### src/rtl/sw_debounce4.sv
`default_nettype none
// ============================================================================
//  Module      : sw_debounce4
//  Description : Four-channel switch conditioner. Each raw switch input is
//                brought into the clk domain through a two-flop synchroniser
//                and then debounced by a per-channel stability counter. The
//                block presents clean registered levels plus one-cycle
//                rise/fall strobes and a combined "changed" strobe.
//  Revision    : 1.0 - initial release
// ============================================================================
module sw_debounce4 #(
    parameter int DEB_CYCLES = 50000,
    parameter int CNT_W      = 16
) (
    input  logic       clk,
    input  logic       rst_n,
    input  logic [3:0] sw_in,
    output logic [3:0] sw_out,
    output logic [3:0] rise,
    output logic [3:0] fall,
    output logic       changed
);

    localparam int               C_NCH      = 4;
    // Terminal count: the input must have disagreed with sw_out on this many
    // previous edges (plus the current one) before the new level is adopted.
    localparam logic [CNT_W-1:0] C_CNT_LAST = CNT_W'(DEB_CYCLES - 1);

    logic [C_NCH-1:0] sync1_q,   sync1_d;
    logic [C_NCH-1:0] sync2_q,   sync2_d;
    logic [C_NCH-1:0] sw_out_q,  sw_out_d;
    logic [C_NCH-1:0] rise_q,    rise_d;
    logic [C_NCH-1:0] fall_q,    fall_d;
    logic             changed_q, changed_d;
    logic [CNT_W-1:0] cnt_q [C_NCH];
    logic [CNT_W-1:0] cnt_d [C_NCH];

    // Next-state: synchroniser shift, per-channel stability counting and strobes
    always_comb begin
        sync1_d  = sw_in;
        sync2_d  = sync1_q;
        sw_out_d = sw_out_q;
        rise_d   = '0;
        fall_d   = '0;
        for (int i = 0; i < C_NCH; i++) begin
            // Agreement with the current level (a bounce back) clears the
            // window, so only an unbroken run of disagreement can update.
            cnt_d[i] = '0;
            if (sync2_q[i] != sw_out_q[i]) begin
                if (cnt_q[i] == C_CNT_LAST) begin
                    sw_out_d[i] = sync2_q[i];
                    rise_d[i]   = sync2_q[i];
                    fall_d[i]   = ~sync2_q[i];
                end else begin
                    cnt_d[i] = cnt_q[i] + CNT_W'(1);
                end
            end
        end
        changed_d = |{rise_d, fall_d};
    end

    // State registers with asynchronous active-low clear
    always_ff @(posedge clk or negedge rst_n) begin
        if (!rst_n) begin
            sync1_q   <= '0;
            sync2_q   <= '0;
            sw_out_q  <= '0;
            rise_q    <= '0;
            fall_q    <= '0;
            changed_q <= 1'b0;
            for (int i = 0; i < C_NCH; i++) begin
                cnt_q[i] <= '0;
            end
        end else begin
            sync1_q   <= sync1_d;
            sync2_q   <= sync2_d;
            sw_out_q  <= sw_out_d;
            rise_q    <= rise_d;
            fall_q    <= fall_d;
            changed_q <= changed_d;
            for (int i = 0; i < C_NCH; i++) begin
                cnt_q[i] <= cnt_d[i];
            end
        end
    end

    assign sw_out  = sw_out_q;
    assign rise    = rise_q;
    assign fall    = fall_q;
    assign changed = changed_q;

endmodule
`default_nettype wire

### config.mk
export PLATFORM = sky130hd
export DESIGN_NAME = sw_debounce4
export DESIGN_NICKNAME = d
export VERILOG_FILES = /design/src/rtl/sw_debounce4.sv
export SDC_FILE = /design/constraint.sdc
export NUM_CORES = 1
export LEC_CHECK = 0
export BUFFER_PORTS_ARGS = -buffer_cell sky130_fd_sc_hd__buf_2
export CAP_MARGIN = 25
export CORE_MARGIN = 2
export CORE_UTILIZATION = 61
export DETAILED_ROUTE_END_ITERATION = 8
export HOLD_SLACK_MARGIN = 0.08
export PLACE_DENSITY = 0.88
export SETUP_SLACK_MARGIN = 0.02
export SLEW_MARGIN = 20
export SYNTH_ARGS = -nofsm -noshare
export SYNTH_HDL_FRONTEND = slang
export SYNTH_SLANG_ARGS = --single-unit
### constraint.sdc
create_clock -name clk -period 1.9 [get_ports clk]
set_input_delay 0.38 -clock clk [delete_from_list [all_inputs] [get_ports clk]]
set_output_delay 0.38 -clock clk [all_outputs]
set_load 0.01 [all_outputs]
==> flow_summary_export.csv <==
group,metric,value,unit
setup_path,cp_slowest_cell,"or4_1",
power_and_ir_drop,ir_drop,0.611,mV
setup_path,r2r_end,"cnt_q[63]",
die,ios,19,
sta,maxSlewHeadroom,76.3,%
power_and_ir_drop,power.total,3150,µW
synth,synth-seq-area-share,54.6,%
worst_hold_path,hold_class,"primary input to flop",
synth,synth_cells,371,
setup_path,critPathMaxStageDelay,510,ps
detailed_routing,num_vias,2796,
clocking,clk_path_buf_depth,2,
worst_hold_path,min_delay_worst_endpoint,"sync1_q[2]",
sta,finalHoldViolCount,0,
sta,tightest_slew,350,ps
setup_path,crit_path_start_kind,"flop",
die,initial_core_util,62.0,%
sta,finalSetupViolCount,0,
sta,finalCriticalPeriod,1700,ps
setup_path,required,2180,ps
power_and_ir_drop,leakage,0.00178,µW
clocking,cts_tree,"yes",
synth,ys_ff_latch,85,
detailed_routing,drtIter0Drc,134,
setup_path,reg2reg_slack,200,ps
detailed_routing,remaining_drc_errors,0,
detailed_routing,drtAntennaViolNets,0,
sta,hold_ws,132,ps
place,dp_hpwl,4790,µm
finish,diodes,0,
finish,drive_gt1_share,11.4,%
setup_path,end_kind,"flop",
die,dieArea,7040,µm²
worst_hold_path,whs_path_depth,1,
synth,synth_edf_count,0,
finish,final_area,4290,µm²
detailed_routing,vias_per_cell,5.84,
die,rows,29,
place,port_buffers,18,
synth,syn_nets,381,
global_routing,grt_pass1_wl,12200,µm
setup_path,cp_max_fo,5,
finish,synthToLayoutAreaGrowth,10.3,%
synth,yosys.area.top_type,"dfrtp_1",
worst_hold_path,hp-start,"sw_in[2]",
die,core_area,6280,µm²
global_routing,grt.overflow.total,0,
synth,synth.distinct_cells,31,
clocking,clkTransAtPathRegs,80,ps
synth,yosys_warnings,0,
status,status,"complete, no violations",
finish,final_core_util,68.4,%
synth,syn_area,3890,µm²
detailed_routing,dr.pass1.iters,4,
synth,synth_top_area_share,54.6,%
synth,async_reset_ff_share,100,%
sta,rsz0062_at_grt,"false",
detailed_routing,post_drt_wl_per_cell,14.6,µm
global_routing,grt_max_degree,58,
place,place_area,4120,µm²
place,gp_congestion,0.894,
sta,clock_skew,5.22,ps
die,die_x,83.9,µm
run,maxCapViolCount,0,
synth,synth_area_per_cell,10.5,µm²
global_routing,grt_pass1_vias,2681,
sta,period_share,89.7,%
setup_path,crit_start,"cnt_q[58]",
synth,synth_ff_type,"dfrtp_1",
sta,max_freq,587,MHz
sta,finalMaxSlewViolations,0,
clocking,cts_max_level,3,
clocking,tritoncts.num_buffers,9,
clocking,cts_resized,0,
power_and_ir_drop,power.density,734,nW/µm²
setup_path,cp.arrival,1980,ps
finish,nNetsFinal,410,
clocking,clock-sinks,85,
setup_path,rr_worst_depth,4,
setup_path,critical_path_class,"flop to flop",
setup_path,worstPathCellList,"nand4_1 -> or3_4 -> or4_1 -> a21oi_1",
sta,final.setup.tns,0,ps
clocking,cts_setup_buffers,0,
synth,yosysMostFrequentCell,"dfrtp_1",
die,die_h,83.9,µm
detailed_routing,wl,7010,µm
global_routing,antenna_found_initial,0,
clocking,clock_latency,350,ps
clocking,root_buffer,"clkbuf_8",
synth,synthTopCellsByArea,"dfrtp_1 55%, xnor2_1 11%, nor2_1 6.4%",
synth,synth_common_cells,"85 x dfrtp_1, 66 x nor2_1, 48 x xnor2_1, 20 x nand3_1, 20 x nand4_1",
global_routing,grt_usage,22.0,%
clocking,cts_hold_buf,1,
setup_path,r2r-start,"cnt_q[58]",
cells by family after synthesis:
group	count (synthesis)	synth area share [%]
adder cells (fa/ha/maj)	4	1.29
multiplexers	4	1.16
XOR/XNOR	60	13.5
buffers and inverters	18	1.86
flip-flops	85	54.6
AND/OR/NAND/NOR	194	26.6
AO/OA/AOI/OAI	6	0.964
layout by cell type (no fill, tap or decap), types with 9 or more instances in the layout:
master,n
inv_1,9
dfrtp_1,85
nand4_1,20
nand2_1,16
xor2_1,12
nor2_1,66
and3_1,9
xnor2_1,48
clkbuf_8,9
nor4_1,15
nor3_1,16
nand3_1,20
buf_2,17
cell type report:
cell class,instances,area [µm²]
well taps,77,96.3
flip-flops and latches,85,2130
clock buffers,10,128
clock inverters,3,40.0
inverters,9,33.8
repair buffers,27,175
multi-input cells,268,1690
fillers,456,1980
state kept, by name (all words and copies together), names as in the netlist:
| register | flops |
|---|---|
| cnt_q | 64 |
| fall | 4 |
| rise | 4 |
| sw_out | 4 |
| sync1_q | 4 |
| sync2_q | 4 |
| changed | 1 |
routing by layer:
| layer | routed length (µm) | vias to the layer above | global-route usage, % |
|---|---|---|---|
| met5 | 0 | - | 0 |
| met4 | 142 | 0 | 11.1 |
| met3 | 345 | 12 | 4.85 |
| met2 | 3310 | 75 | 33.4 |
| met1 | 3210 | 1359 | 29.9 |
| li1 | - | 1350 | - |
worst max path at each step:
stage	slack (ps)	endpoint	cells after the start
finish	200	cnt_q[63]	4
global route	100	cnt_q[35]	6
detailed placement	210	changed	5
global placement	290	changed	5
CTS	210	changed	5
floorplan	330	cnt_q[53]	6
metrics by stage:
step	setup slack, ps	instances
after global placement	288	465
after detailed placement	206	465
after CTS	206	479
final	196	479
after global routing	104	479
after floorplan	330	371
critical path: cells and delay by family (launching register included):
family	cells	cell delay, ps
AOI/OAI and AO/OA	1	170
DFF	1	440
and+or+nand+nor	3	1010
where the power goes:
part / internal (µW) / leakage, µW / switching (µW)
combinational: 41.0 / 0.000536 / 72.1
clock: 582 / 0.0000878 / 591
sequential: 1840 / 0.00116 / 29.5
total: 2460 / 0.00178 / 693
Note: power is estimated with default switching activity, not from simulation.
